[src/rtl/apb_regs_pkg.sv]
// Shared types and constants for the APB register-bank completer.
package apb_regs_pkg;

  localparam int unsigned ADDR_W      = 32;
  localparam int unsigned DATA_W      = 32;
  localparam int unsigned CNT_W       = 16;
  localparam int unsigned WCNT_W      = 4;
  localparam int unsigned IDX_W       = 3;
  localparam int unsigned NUM_RW_REGS = 6;

  typedef enum logic {
    IDLE,
    ACCESS
  } state_t;

  localparam logic [4:0] OFF_REG0   = 5'h00;
  localparam logic [4:0] OFF_REG1   = 5'h04;
  localparam logic [4:0] OFF_REG2   = 5'h08;
  localparam logic [4:0] OFF_REG3   = 5'h0C;
  localparam logic [4:0] OFF_REG4   = 5'h10;
  localparam logic [4:0] OFF_REG5   = 5'h14;
  localparam logic [4:0] OFF_STATUS = 5'h18;
  localparam logic [4:0] OFF_ID     = 5'h1C;

  localparam logic [IDX_W-1:0] IDX_STATUS = OFF_STATUS[4:2];
  localparam logic [IDX_W-1:0] IDX_ID     = OFF_ID[4:2];

  localparam logic [DATA_W-1:0] DEFAULT_ID = 32'h4150_4231;

  // Request captured in the setup phase and held through the access phase.
  typedef struct packed {
    logic              write;
    logic [ADDR_W-1:0] addr;
    logic [DATA_W-1:0] wdata;
  } apb_req_t;

endpackage

[src/rtl/apb_regfile.sv]
// Six RW registers, the STATUS write/error counters and the read mux.
module apb_regfile
  import apb_regs_pkg::*;
#(
  parameter logic [DATA_W-1:0] ID_VALUE = DEFAULT_ID
) (
  input  logic              hclk,
  input  logic              hreset,
  input  logic              wr_en,
  input  logic [IDX_W-1:0]  wr_idx,
  input  logic [DATA_W-1:0] wr_data,
  input  logic              err_pulse,
  input  logic [IDX_W-1:0]  rd_idx,
  output logic [DATA_W-1:0] rd_data
);

  logic [DATA_W-1:0] regs [NUM_RW_REGS];
  logic [CNT_W-1:0]  wr_cnt;
  logic [CNT_W-1:0]  err_cnt;

  always_ff @(posedge hclk or posedge hreset) begin
    if (hreset) begin
      for (int i = 0; i < NUM_RW_REGS; i++) regs[i] <= '0;
      wr_cnt  <= '0;
      err_cnt <= '0;
    end else begin
      if (wr_en && (wr_idx < IDX_W'(NUM_RW_REGS))) begin
        regs[wr_idx] <= wr_data;
        wr_cnt       <= wr_cnt + CNT_W'(1);
      end
      // Error count saturates; write count wraps.
      if (err_pulse && (err_cnt != {CNT_W{1'b1}})) err_cnt <= err_cnt + CNT_W'(1);
    end
  end

  always_comb begin
    rd_data = '0;
    if (rd_idx == IDX_STATUS)     rd_data = {err_cnt, wr_cnt};
    else if (rd_idx == IDX_ID)    rd_data = ID_VALUE;
    else if (rd_idx < IDX_W'(NUM_RW_REGS)) rd_data = regs[rd_idx];
  end

endmodule

[src/rtl/apb_slave_regs.sv]
// APB completer: setup/access FSM, programmable wait states and address decode.
module apb_slave_regs
  import apb_regs_pkg::*;
#(
  parameter int unsigned       WAIT_CYCLES = 0,
  parameter logic [ADDR_W-1:0] BASE_ADDR   = 32'h0000_0000,
  parameter logic [DATA_W-1:0] ID_VALUE    = DEFAULT_ID
) (
  input  logic              hclk,
  input  logic              hreset,
  input  logic              psel,
  input  logic              penable,
  input  logic              pwrite,
  input  logic [ADDR_W-1:0] paddr,
  input  logic [DATA_W-1:0] pwdata,
  output logic [DATA_W-1:0] prdata,
  output logic              pready,
  output logic              pslverr
);

  state_t            state, state_n;
  logic [WCNT_W-1:0] wcnt, wcnt_n;
  apb_req_t          req_q, req_n;

  logic              req_err;
  logic              complete;
  logic              wr_en;
  logic              err_pulse;
  logic [DATA_W-1:0] rd_data;

  always_ff @(posedge hclk or posedge hreset) begin
    if (hreset) begin
      state <= IDLE;
      wcnt  <= '0;
      req_q <= '0;
    end else begin
      state <= state_n;
      wcnt  <= wcnt_n;
      req_q <= req_n;
    end
  end

  always_comb begin
    state_n = state;
    wcnt_n  = wcnt;
    req_n   = req_q;
    unique case (state)
      IDLE: begin
        if (psel && !penable) begin
          req_n   = '{write: pwrite, addr: paddr, wdata: pwdata};
          wcnt_n  = WCNT_W'(WAIT_CYCLES);
          state_n = ACCESS;
        end
      end
      ACCESS: begin
        if (!psel)              state_n = IDLE;
        else if (wcnt != '0)    wcnt_n  = wcnt - WCNT_W'(1);
        else if (penable)       state_n = IDLE;
      end
      default: state_n = IDLE;
    endcase
  end

  // Decode works only on the latched request; live paddr/pwdata are ignored in ACCESS.
  always_comb begin
    req_err = (req_q.addr[1:0] != 2'b00) ||
              (req_q.addr[ADDR_W-1:5] != BASE_ADDR[ADDR_W-1:5]) ||
              (req_q.write && ((req_q.addr[4:0] == OFF_STATUS) || (req_q.addr[4:0] == OFF_ID)));
  end

  assign pready    = (state == ACCESS) && (wcnt == '0);
  assign pslverr   = pready && req_err;
  assign prdata    = (pready && !req_err && !req_q.write) ? rd_data : '0;
  assign complete  = pready && psel && penable;
  assign wr_en     = complete && req_q.write && !req_err;
  assign err_pulse = complete && req_err;

  apb_regfile #(
    .ID_VALUE (ID_VALUE)
  ) u_regfile (
    .hclk      (hclk),
    .hreset    (hreset),
    .wr_en     (wr_en),
    .wr_idx    (req_q.addr[4:2]),
    .wr_data   (req_q.wdata),
    .err_pulse (err_pulse),
    .rd_idx    (req_q.addr[4:2]),
    .rd_data   (rd_data)
  );

endmodule
[config.mk]
export PLATFORM = sky130hd
export DESIGN_NAME = apb_slave_regs
export DESIGN_NICKNAME = d
export VERILOG_FILES = /design/src/rtl/apb_regs_pkg.sv /design/src/rtl/apb_regfile.sv /design/src/rtl/apb_slave_regs.sv
export SDC_FILE = /design/constraint.sdc
export NUM_CORES = 1
export LEC_CHECK = 0
export ABC_AREA = 1
export BUFFER_PORTS_ARGS = -buffer_cell sky130_fd_sc_hd__buf_2
export CAP_MARGIN = 20
export CELL_PAD_IN_SITES_DETAIL_PLACEMENT = 1
export CELL_PAD_IN_SITES_GLOBAL_PLACEMENT = 2
export CORE_MARGIN = 2
export CORE_UTILIZATION = 37
export CTS_CLUSTER_DIAMETER = 30
export DETAILED_ROUTE_END_ITERATION = 10
export PLACE_DENSITY_LB_ADDON = 0.15
export SLEW_MARGIN = 20
export SYNTH_ARGS = -nofsm -noshare
export SYNTH_HDL_FRONTEND = slang
export SYNTH_HIERARCHICAL = 1
export SYNTH_SLANG_ARGS = --single-unit
[constraint.sdc]
create_clock -name hclk -period 9.39 [get_ports hclk]
set_input_delay 1.878 -clock hclk [delete_from_list [all_inputs] [get_ports hclk]]
set_output_delay 1.878 -clock hclk [all_outputs]
set_load 0.05 [all_outputs]
Word level (Yosys, flattened, before mapping)

Cells that the tools add are included.

Output and inout port bits: 34
Flip-flop bits (word level): 294
Word-level logic and storage cells: 74
Bits of input ports: 69

Add/subtract/negate cells: 3
Order comparisons: 3
Mux-type cells: 19
Reduce and logical (&&, ||, !) cells: 26
Bitwise gates (word level): 2
Equal/unequal tests: 8

Operators by type and width:

| operator                                                    | count |
|---|---|
| two-way mux 32 bit                                          | 7 |
| bitwise mux 192 bit                                         | 1 |
| binary-select mux 32 bit (select 3 bit)                     | 1 |
| demux 32 bit (select 3 bit)                                 | 1 |
| adder 16 x 1 -> 16 bit (second input constant)              | 2 |
| nonzero test 27 bit                                         | 1 |
| inequality test 16 bit (second input constant)              | 1 |
| logical AND 1 bit                                           | 14 |
| two-way mux 4 bit                                           | 3 |
| == test 5 bit (second input constant)                       | 2 |
| case mux 4 bit (2 select lines)                             | 1 |
| == test 3 bit (second input constant)                       | 2 |
| greater-or-equal comparator 4 bit (second input constant)   | 1 |
| zero test 4 bit                                             | 1 |
| less-than comparator 4 x 1 -> 1 bit (second input constant) | 1 |
| two-way mux 1 bit                                           | 4 |
| inequality test 2 bit (second input constant)               | 2 |
| NOT 3 -> 4 bit                                              | 1 |
| nonzero test 4 bit                                          | 1 |
| subtractor 4 x 1 -> 4 bit (second input constant)           | 1 |
| zero test 1 bit                                             | 3 |
| logical OR 1 bit                                            | 3 |
| less-than comparator 3 bit (second input constant)          | 1 |
| AND reduction 3 bit                                         | 1 |
| other kinds (5)                                             | 5 |

Depth between registers and ports, before layout

Gate-level depths: netlist (run 1).

Depth after elaboration: 8
Mapped depth: 12
Depth with buffers taken out: 12

Modules after synthesis

The synthesis (run 1) kept the hierarchy.

By module, submodules not included:

| module         | cells an instance | seq. area each (um^2) | area each (um^2) | instances |
|---|---|---|---|---|
| apb_regfile    | 1266              | 5605.4                | 10336.2          | 1 |
| apb_slave_regs | 287               | 1751.7                | 3241.9           | 1 |

Worst setup path after synthesis (run 1)

No wires, ideal clock.

Path kind: reg2out
Start point: reg req_q[35] (netlist bit)
End point: out prdata[28]
Buffers on the path: 2
Slack: 5.519 ns
Stages on the path, launching flop included: 10
Data arrival time: 1.993 ns
Data required time: 7.512 ns
Cells stage by stage: dfrtp_1 > buf_2 > inv_2 > clkbuf_1 > o21ai_0 > o21ai_0 > nand2_1 > nand2_1 > inv_1 > nor2_1

Word-level cells in the longest chain between the ends: 8
Elaborated cells between the ends (all ways): 19
Classes of those cells: order compare (1); eq/ne (4); mux (7); bitwise (1); reduce/logical (6)

RTL lines:

| what                                                   | RTL line             | text |
|---|---|---|
| start, declared                                        | apb_slave_regs.sv:23 | `apb_req_t req_q, req_n;` |
| start signal, assigned                                 | apb_slave_regs.sv:39 | `req_q <= req_n;` |
| NOT 3 -> 4 bit (not written as such)                   | apb_regfile.sv:40    | `else if (rd_idx < IDX_W'(NUM_RW_REGS)) rd_data = regs[rd_idx];` |
| binary-select mux 32 bit (select 3 bit)                | apb_regfile.sv:40    |  |
| two-way mux 32 bit (not written as such) (2 in series) | apb_regfile.sv:40    |  |
| two-way mux 32 bit                                     | apb_regfile.sv:40    |  |
| two-way mux 32 bit                                     | apb_regfile.sv:39    | `else if (rd_idx == IDX_ID) rd_data = ID_VALUE;` |
| two-way mux 32 bit (*)                                 | apb_regfile.sv:38    | `if (rd_idx == IDX_STATUS) rd_data = {err_cnt, wr_cnt};` |
| net rd_data[28]                                        | apb_slave_regs.sv:29 | `logic [DATA_W-1:0] rd_data;` |
| two-way mux 32 bit (*)                                 | apb_slave_regs.sv:73 | `assign prdata = (pready && !req_err && !req_q.write) ? rd_data : '0;` |
| end, declared                                          | apb_slave_regs.sv:16 | `output logic [DATA_W-1:0] prdata,` |

Mark *: on every way through the listed nets, which the timed path passes. The rest lies on a longest branch. The select of a mux whose other input is x is not followed.

Worst setup path after layout (run 1)

Start point: reg req_q[35] (netlist bit)
End point: out prdata[31]

The elaborated chain is that of the path after synthesis.

==> results of run 1 <==
-- critical path, stage by stage (launching register included) --
cell and delay (ns):
dfrtp_1 0.84, inv_2 0.50, nor2_2 0.38, buf_4 0.45
nand2_1 0.10, nand2_1 0.07, o21ai_0 0.20, o211ai_1 0.22
inv_1 0.08, nor2_2 0.10, buf_2 0.27
-- sequential cells by signal, summed over array words and instances, names as in the netlist --
register,flops
state,1
u_regfile/regs,192
wcnt,4
u_regfile/wr_cnt,16
req_q,65
u_regfile/err_cnt,16
-- per-stage QoR --
stage	hold WS, ns	total power, uW
finish	0.477	5050
global route	0.501	5270
CTS	0.479	5110
detailed placement	0.466	2150
global placement	0.460	2140
floorplan	0.445	1890
-- layout by cell type (no fill, tap or decap), types with 2 or more instances in the layout --
master / instances
nor2_2: 32
nor2_1: 110
nor3_1: 4
a21oi_1: 24
xor2_1: 13
buf_2: 102
nand2_2: 7
dfrtp_1: 293
or2_2: 11
buf_4: 15
nand3_2: 2
inv_1: 122
o21ai_0: 276
mux2_2: 54
clkbuf_16: 84
nand4_1: 12
a22oi_1: 17
ha_1: 3
bufinv_16: 16
o2111ai_1: 4
o21ai_1: 4
o211ai_1: 13
o31ai_1: 2
clkinv_2: 13
nand3_1: 20
o22ai_1: 10
clkbuf_8: 11
inv_2: 5
clkbuf_1: 15
clkinvlp_4: 3
mux2_1: 7
xnor2_1: 10
nand2_1: 407
-- worst paths after layout --
path / from / to
setup / recovery: req_q[35] / prdata[31]
hold / removal: u_regfile/regs[186] / u_regfile/regs[186]
setup reg to reg: req_q[35] / u_regfile/regs[47]
hold reg to reg: u_regfile/regs[186] / u_regfile/regs[186]
max in group asynchronous: hreset / u_regfile/err_cnt[7]
min in group asynchronous: hreset / u_regfile/regs[168]
-- cell families after synthesis --
family                     Yosys count  share of synthesized area [%]
AOI/OAI and AO/OA                  353                           13.9
xor gates and xnor gates            23                           1.48
adders and majority gates            3                          0.276
buffers and inverters              210                           6.76
DFF                                294                           54.2
muxes                               61                           5.06
and+or+nand+nor                    609                           18.4
-- power by group through the flow --
stage | combinational [uW] | sequential (uW) | clock (uW)
after floorplan | 463 | 1420 | 0
after global placement | 690 | 1450 | 0
after detailed placement | 697 | 1450 | 0
after CTS | 700 | 1430 | 2980
after global routing | 772 | 1450 | 3050
final | 691 | 1430 | 2930
-- routing by layer --
layer  track usage, %  up-vias
li1                 -     5308
met1             33.7     5520
met2             33.3      235
met3             4.99       45
met4             6.19        2
met5                0        -
-- final cells by class --
type | instances | area (sq um)
Tap cell | 468 | 586
Timing Repair Buffer | 117 | 623
Clock inverter | 35 | 602
Clock buffer | 110 | 2310
Multi-Input combinational cell | 1049 | 5330
Sequential cell | 294 | 7360
Fill cell | 4190 | 19100
Inverter | 129 | 492
==> summary.md, run 1 <==
| Metric | Value |
|---|---|
| Run status | finished clean |
| Reg2reg path depth | 11 |
| Fin. max-slew vios | 0 |
| Seq/Total Area, Yosys | about 54% |
| GP Congestion | 0.751 |
| Detail Route met3 WL | 2120 microns |
| Die Width | 196 microns |
| Total grt overflow | 0 |
| Wire length per cell | about 19 microns |
| Top post-synthesis cells by area | dfrtp_1, nand2_1, o21ai_0 |
| P_leak | around 0.008 uW |
| First-pass GRT wire length | between 60000 and 70000 microns |
| Layout cell share with drive strength beyond 1 | a little over a fifth |
| Drt pass-1 iters | 4 |
| CP endpoint kind | output pin |
| 1st-iter DRT viols | around 670 |
| Antenna-violating nets left | 0 |
| Yosys cell types | 37 |
| Power Density | around 300 mW/mm^2 |
| Placed Instance Area | between 0.01 and 0.015 sq mm |
| Post-CTS Setup Bufs | 0 |
| Synth cell count leaders | nand2_1, dfrtp_1, o21ai_0 |
| Mapped Cells | 1553 |
| Crit path DAT | approximately 3.8 ns |
| Switch Pwr | 1350 uW |
| Core ar. | approximately 0.036 sq mm |
| Via density | a little over 5 |
| Setup violations, final | 0 |
| Yosys top cell area share | between 50% and 60% |
| Post-synth EDFFs | 0 |
| Ys async rst share | 100% |
| Max-cap violations | 0 |
| Final Cell Area | between 0.015 and 0.02 sq mm |
| TritonCTS clock tree | done |
| Worst-skew pair later-pin latency | approximately 0.57 ns |
| Switch share | between 20% and 30% |
| Startpoint Class | register |
| Routed wl met2 | ~18000 microns |
| Initial antenna violation count | 1 |
| Comb pwr share | between 10% and 20% |
| Synth Register Bits | about 290 |
| Htree depth | 3 |
| P_int | 3700 uW |
| Reg2Reg Setup Slack | between 6 and 7 ns |
| Achievable frequency | around 180 MHz |
| WL final | ~42000 microns |
| Syn_area_per_cell | between 8 and 9 sq um |
| Cell taking the most area after synthesis | dfrtp_1 |
| # nets final | around 1700 |
| Setup TNS | 0 ns |
| Slew headroom | between 30% and 40% |
| Final core occ | 47.6% |
| Worst Path Max Fanout | 28 |
| Hold depth | 2 |
| DP Worst Slack | 4.08 ns |
| Row count | 70 |
| Starting Density | a little under two fifths |
| Worst clock skew | approximately 0.016 ns |
| Largest net degree at the start of global routing | 110 |
| Crit share post-route | just over 60% |
| Synth Net Count | 1625 |
| Slew @ Worst Pin | about 0.97 ns |
| Vias in the first global route | 11757 |
| CTS Buf Count | between 70 and 80 |
| # resized after CTS | 0 |
| Met1 Routed Length | 21100 microns |
| Hold-fix buffers, CTS | 0 |
| Placed cells | ~2000 |
| Worst EP required | roughly 7.5 ns |
| IO Pins | around 100 |
| Minimum clock period after layout | ~5.7 ns |
| Final Worst Setup Slack | 3.71 ns |
| Top-count cell post-synth | nand2_1 |
| Die ar. | 0.0382 sq mm |
| Clock-pin slew on the worst setup and hold paths | ~0.04 ns |
| Clock Power Share | between 50% and 60% |
| DPL Wire Length | between 20000 and 30000 microns |
| GRT Total Usage | a little under a quarter |
| Routed vias | about 11000 |
| Top FF cell, synth | dfrtp_1 |
| Synthesis Warnings | 6 |
| Final hold violation count | 0 |
| Area grow syn2layout | 27.4% |
| Post-Syn Area | 0.0136 sq mm |
| Root buf cell | clkbuf_16 |
| Post-Layout Cell Count | approximately 2200 |
| CTS max path bufs | 3 |
| Chip height | a little under 200 microns |
| DRC | 0 |
| Antenna cells | 0 |
| Unrepaired setup endpoints after global routing | false |
| Critical path class | register to output pin |
| Min-delay worst type | register to register |
| VDD IR max | between 0.15 and 0.2 mV |
| Seq pwr share | approximately 28% |
| CTS sink cnt | 294 |
| Port Buf Inserts | 102 |
| DR top layer | met5 |
Power figures use the tool's default switching activity.
==> run 2, diff against run 1 <==
==> constraint.sdc (replaced) <==
create_clock -name hclk -period 5.25 [get_ports hclk]
set_input_delay 1.05 -clock hclk [delete_from_list [all_inputs] [get_ports hclk]]
set_output_delay 1.05 -clock hclk [all_outputs]
set_load 0.05 [all_outputs]
==> summary.md, run 2 (same netlist as run 1, synthesis figures left out) <==
| Metric | Value |
|---|---|
| Run status | finished clean |
| DPL Wire Length | 26200 microns (+2.3%) |
| CTS Buf Count | 80 (+1.3%) |
| DRC | 0 (unchanged) |
| GRT Total Usage | 23.0% (+0.31 points) |
| WL final | 42500 microns (+1.6%) |
| Final hold violation count | 0 (unchanged) |
| 1st-iter DRT viols | 557 (-16%) |
| Htree depth | 3 (unchanged) |
| Achievable frequency | 234 MHz |
| Chip height | 196 microns (unchanged) |
| Worst Path Max Fanout | 34 (+21%) |
| Area grow syn2layout | 26.9% |
| Startpoint Class | register |
| Port Buf Inserts | 102 (unchanged) |
| Worst hold slack | 0.474 ns (-0.00278 ns) |
| Most common cell after layout, fill and taps aside | nand2_1 |
| Worst-skew pair later-pin latency | 0.57 ns (about the same) |
| Slew @ Worst Pin | 0.982 ns (+0.0152 ns) |
| # resized after CTS | 0 (unchanged) |
| IO Pins | 103 (unchanged) |
| Final core occ | 47.4% (-0.18 points) |
| Antenna-violating nets left | 0 (unchanged) |
| GP Congestion | 0.739 (-1.6%) |
| Via density | 5.08 (+0.59%) |
| Setup TNS | 0 ns (unchanged) |
| # nets final | 1749 (+0.40%) |
| Minimum clock period after layout | 4.27 ns |
| Die Width | 196 microns (unchanged) |
| TritonCTS clock tree | done |
| P_leak | 0.00806 uW (-0.65%) |
| Slew headroom | 34.5% (-1.0 points) |
| Worst clock skew | 0.0187 ns (+0.00235 ns) |
| Max-cap violations | 0 (unchanged) |
| Fin. max-slew vios | 0 (unchanged) |
| Comb pwr share | 13.8% (about the same) |
| Starting Density | 37.4% (unchanged) |
| Fill count | 4199 (+0.21%) |
| Seq pwr share | 29.9% (+1.5 points) |
| Switch share | 27.8% (+0.99 points) |
| Core ar. | 0.0363 sq mm (unchanged) |
| Crit path DAT | 3.22 ns (-0.58 ns) |
| Largest net degree at the start of global routing | 121 (+10%) |
| Commonest cells after routing, fill and taps aside | nand2_1, dfrtp_1, o21ai_0, inv_1, nor2_1 |
| Switch Pwr | 2430 uW (+80%) |
| Total grt overflow | 0 (unchanged) |
| Top reg by flops | u_regfile/regs |
| Max reg flops | 192 (unchanged) |
| Wire length per cell | 19.2 microns (+1.0%) |
| Root buf cell | clkbuf_16 |
| Power Density | 509 mW/mm^2 (+74%) |
| VDD IR max | 0.315 mV (+92%) |
| Hold-fix buffers, CTS | 0 (unchanged) |
| Unrepaired setup endpoints after global routing | false |
| CTS max path bufs | 3 (unchanged) |
| Routed vias | 11231 (+1.1%) |
| Vias in the first global route | 11907 (+1.3%) |
| CTS sink cnt | 294 (unchanged) |
| Setup violations, final | 0 (unchanged) |
| Row count | 70 (unchanged) |
| Clock-pin slew on the worst setup and hold paths | 0.04 ns (about the same) |
| P_int | 6330 uW (+71%) |
| CP endpoint kind | output pin |
| Clock Power Share | 56.3% (-1.6 points) |
| Die ar. | 0.0382 sq mm (unchanged) |
| First-pass GRT wire length | 68400 microns (+1.0%) |
| Biggest registers after layout | u_regfile/regs x192, req_q x65 |
| Post-CTS Setup Bufs | 0 (unchanged) |
| Drt pass-1 iters | 5 (+1) |
| Critical path class | register to output pin |
| Initial antenna violation count | 3 (+2) |
| Min-delay worst type | register to register |
| Crit share post-route | between 80% and 90% |
| Layout cell share with drive strength beyond 1 | 21.5% (+0.47 points) |
| Worst EP required | 4.20 ns (-3.31 ns) |
-- run 2: metrics by stage --
step / cell area (sq um) / power [uW] / cells / setup WS, ns
after detailed placement: 14400 / 3880 / 2063 / 1.52
after floorplan: 13600 / 3370 / 1553 / 1.28
after global routing: 17200 / 9160 / 2211 / 0.755
final: 17200 / 8770 / 2213 / 0.977
after global placement: 14400 / 3850 / 2063 / 1.55
after CTS: 17200 / 8880 / 2211 / 0.917
-- run 2: worst max-delay path, stage by stage (launching register included) --
cell	delay, ns
dfrtp_2	0.81
nand2_1	0.14
inv_2	0.66
a22oi_1	0.20
o21ai_0	0.12
nand2_1	0.07
nand2_1	0.11
inv_1	0.06
nor2_2	0.18
buf_2	0.31
-- run 2: final timing paths --
path                                    start  cells after the start                   end  slack (ns)
setup / recovery                    req_q[34]                      9            prdata[19]        0.98
hold / removal             u_regfile/regs[55]                      2    u_regfile/regs[55]        0.47
setup reg to reg                    req_q[35]                     12    u_regfile/regs[53]        2.10
hold reg to reg            u_regfile/regs[55]                      2    u_regfile/regs[55]        0.47
max in group asynchronous              hreset                      4  u_regfile/err_cnt[8]        3.49
min in group asynchronous              hreset                      2              req_q[6]        0.58
-- run 2: final cells by class --
| type | instances | area, sq um | area share (%) |
|---|---|---|---|
| clock buffer | 113 | 2350 | 13.6 |
| antenna | 2 | 5.00 | 0.0290 |
| inverter | 129 | 488 | 2.83 |
| clock inverter | 35 | 432 | 2.51 |
| timing repair buffer | 123 | 693 | 4.02 |
| sequential | 294 | 7360 | 42.7 |
| tap | 468 | 586 | 3.40 |
| multi-input combinational | 1049 | 5320 | 30.9 |
-- run 2: power by group through the flow --
| stage | registers (uW) | clock network, uW | logic (uW) |
|---|---|---|---|
| 6_report | 2620 | 4940 | 1210 |
| 5_1_grt | 2640 | 5160 | 1360 |
| 4_1_cts | 2620 | 5030 | 1240 |
| 3_5_place_dp | 2650 | 0 | 1230 |
| 3_3_place_gp | 2640 | 0 | 1210 |
| 2_1_floorplan | 2550 | 0 | 828 |
-- run 2: layer usage --
| layer | wire length [microns] | vias to the layer above | part of all wire, % | global-route usage (%) |
|---|---|---|---|---|
| met5 | 33 | - | 0.078 | 0 |
| met4 | 596 | 4 | 1.4 | 6.50 |
| met3 | 2070 | 56 | 4.9 | 4.73 |
| met2 | 18700 | 234 | 44 | 35.0 |
| met1 | 21100 | 5617 | 50 | 33.2 |
| li1 | - | 5320 | - | - |
==> run 3, diff against run 2 <==
--- a/config.mk
+++ b/config.mk
@@ -11,7 +11,7 @@
 export CELL_PAD_IN_SITES_DETAIL_PLACEMENT = 1
 export CELL_PAD_IN_SITES_GLOBAL_PLACEMENT = 2
 export CORE_MARGIN = 2
-export CORE_UTILIZATION = 37
+export CORE_UTILIZATION = 34
 export CTS_CLUSTER_DIAMETER = 30
 export DETAILED_ROUTE_END_ITERATION = 10
 export PLACE_DENSITY_LB_ADDON = 0.15
==> constraint.sdc (replaced) <==
create_clock -name hclk -period 3.74 [get_ports hclk]
set_input_delay 0.748 -clock hclk [delete_from_list [all_inputs] [get_ports hclk]]
set_output_delay 0.748 -clock hclk [all_outputs]
set_load 0.05 [all_outputs]
==> summary.md, run 3 (same netlist as run 1, synthesis figures left out) <==
| Metric | Value |
|---|---|
| Run status | finished clean |
| Htree depth | 3 (unchanged) |
| Fin. max-slew vios | 0 (unchanged) |
| Minimum clock period after layout | 3.48 ns |
| Initial antenna violation count | 4 (+1) |
| Critical path class | register to output pin |
| Max reg flops | 192 (unchanged) |
| Drt pass-1 iters | 5 (unchanged) |
| Via density | 4.93 (-2.9%) |
| P_leak | 0.00823 uW (+2.1%) |
| 1st-iter DRT viols | 644 (+16%) |
| Core ar. | 0.0395 sq mm (+8.8%) |
| Area grow syn2layout | 29.6% |
| Vias in the first global route | 11898 (-0.076%) |
| Total grt overflow | 0 (unchanged) |
| Final hold violation count | 0 (unchanged) |
| Root buf cell | clkbuf_16 |
| First-pass GRT wire length | 69400 microns (+1.5%) |
| Antenna-violating nets left | 0 (unchanged) |
| CTS max path bufs | 3 (unchanged) |
| Starting Density | 34.3% (-3.0 points) |
| Hold-fix buffers, CTS | 0 (unchanged) |
| Row count | 73 (+4.3%) |
| Slew headroom | 37.3% (+2.8 points) |
| Routed vias | 11307 (+0.68%) |
| VDD IR max | 0.376 mV (+19%) |
| Die ar. | 0.0416 sq mm (+8.6%) |
| Chip height | 204 microns (+4.2%) |
| CTS sink cnt | 294 (unchanged) |
| GP Congestion | 0.784 (+6.1%) |
| CTS Buf Count | 88 (+10%) |
| Setup violations, final | 0 (unchanged) |
| CP endpoint kind | output pin |
| Unrepaired setup endpoints after global routing | false |
| Power Density | 708 mW/mm^2 (+39%) |
| Worst-skew pair later-pin latency | 0.60 ns (+0.03 ns) |
| Crit share post-route | between 90% and 100% |
| Die Width | 204 microns (+4.2%) |
| Worst clock skew | 0.0259 ns (+0.00722 ns) |
| GRT Total Usage | 21.7% (-1.3 points) |
| Max-cap violations | 0 (unchanged) |
| Post-CTS Setup Bufs | 0 (unchanged) |
| Biggest registers after layout | u_regfile/regs x192, req_q x65 |
| Achievable frequency | about 290 MHz |
| TritonCTS clock tree | done |
| Port Buf Inserts | 102 (unchanged) |
| Top reg by flops | u_regfile/regs |
| Min-delay worst type | primary input to register |
| Wire length per cell | 18.9 microns (-1.7%) |
| Clock-pin slew on the worst setup and hold paths | 0.04 ns (about the same) |
| IO Pins | 103 (unchanged) |
| # nets final | 1775 (+1.5%) |
| Startpoint Class | register |
| Most common cell after layout, fill and taps aside | nand2_1 |
| Commonest cells after routing, fill and taps aside | nand2_1, dfrtp_1, o21ai_0, inv_1, nor2_1 |
| Largest net degree at the start of global routing | 53 (-56%) |
| Fill count | 4577 (+9.0%) |
| Final core occ | 44.5% (-2.9 points) |
| WL final | 43300 microns (+1.9%) |
| DRC | 0 (unchanged) |
| Setup TNS | 0 ns (unchanged) |
| Worst EP required | 2.99 ns (-1.21 ns) |
| Crit path DAT | 2.73 ns (-0.49 ns) |
| Worst Path Max Fanout | 20 (-41%) |
| DPL Wire Length | 28800 microns (+9.8%) |
| Slew @ Worst Pin | 0.938 ns (-0.0441 ns) |
| Layout cell share with drive strength beyond 1 | 22.4% (+0.90 points) |
-- run 3: changes by cell type in the layout (fill, tap and decap cells not counted), moves of 2 or more --
cell,change
clkinvlp_4,-4
clkbuf_16,+6
buf_12,+4
bufinv_16,-4
inv_6,-2
clkbuf_8,+5
clkinv_8,+2
clkbuf_1,+3
buf_4,+13
-- run 3: per-stage QoR --
step                      hold slack, ns  total power, uW  instances  worst slack [ns]  cell area [sq um]
final                              0.360            12500       2295             0.264              17600
after CTS                          0.332            12600       2292            0.0140              17600
after floorplan                    0.445             4740       1553            0.0680              13600
after global placement             0.460             5430       2138             0.627              14700
after global routing               0.360            13100       2293            0.0772              17600
after detailed placement           0.467             5450       2138             0.650              14700
-- run 3: routing by layer --
| layer | wire [microns] | track usage [%] | up-vias |
|---|---|---|---|
| li1 | - | - | 5384 |
| met2 | 18800 | 32.5 | 255 |
| met1 | 21400 | 31.0 | 5607 |
| met5 | 11 | 0 | - |
| met3 | 2290 | 4.83 | 59 |
| met4 | 811 | 7.53 | 2 |
-- run 3: timing repair --
item | in CTS | in global routing
resized for setup | 0 | 2
setup endpoints to repair | 0 | 32
hold endpoints to repair | 0 | 0
-- run 3: area by class of cell --
| class | instances | area (sq um) | area share, % |
|---|---|---|---|
| Sequential cell | 294 | 7360 | 41.8 |
| Multi-Input combinational cell | 1049 | 5320 | 30.2 |
| Antenna cell | 3 | 7.51 | 0.0427 |
| Tap cell | 525 | 657 | 3.73 |
| Clock buffer | 127 | 2580 | 14.7 |
| Timing Repair Buffer | 141 | 882 | 5.01 |
| Clock inverter | 27 | 300 | 1.71 |
| Inverter | 129 | 488 | 2.77 |
-- run 3: critical path: stages, from the launching register on --
cell      delay (ns)
dfrtp_2         0.61
inv_2           0.09
nor2_2          0.12
buf_4           0.30
nand2_1         0.19
o211ai_1        0.14
nand2_1         0.07
nand3_1         0.16
inv_1           0.08
nor2_2          0.10
buf_2           0.27
-- run 3: where the power goes --
| part | leakage, uW | switching (uW) | internal, uW |
|---|---|---|---|
| clock | 0.00142 | 2030 | 5030 |
| combinational | 0.00290 | 1240 | 545 |
| sequential | 0.00391 | 171 | 3430 |
| total | 0.00823 | 3450 | 9010 |
-- run 3: path summary, 6_finish.rpt --
check / from / to / slack, ns / cells after the start
hold reg to reg: u_regfile/regs[60] / u_regfile/regs[60] / 0.47 / 2
setup / recovery: req_q[35] / prdata[9] / 0.26 / 10
max in group asynchronous: hreset / u_regfile/regs[94] / 2.39 / 3
hold / removal: paddr[13] / req_q[45] / 0.36 / 2
min in group asynchronous: hreset / req_q[4] / 0.37 / 2
setup reg to reg: wcnt[0] / u_regfile/regs[51] / 0.88 / 13
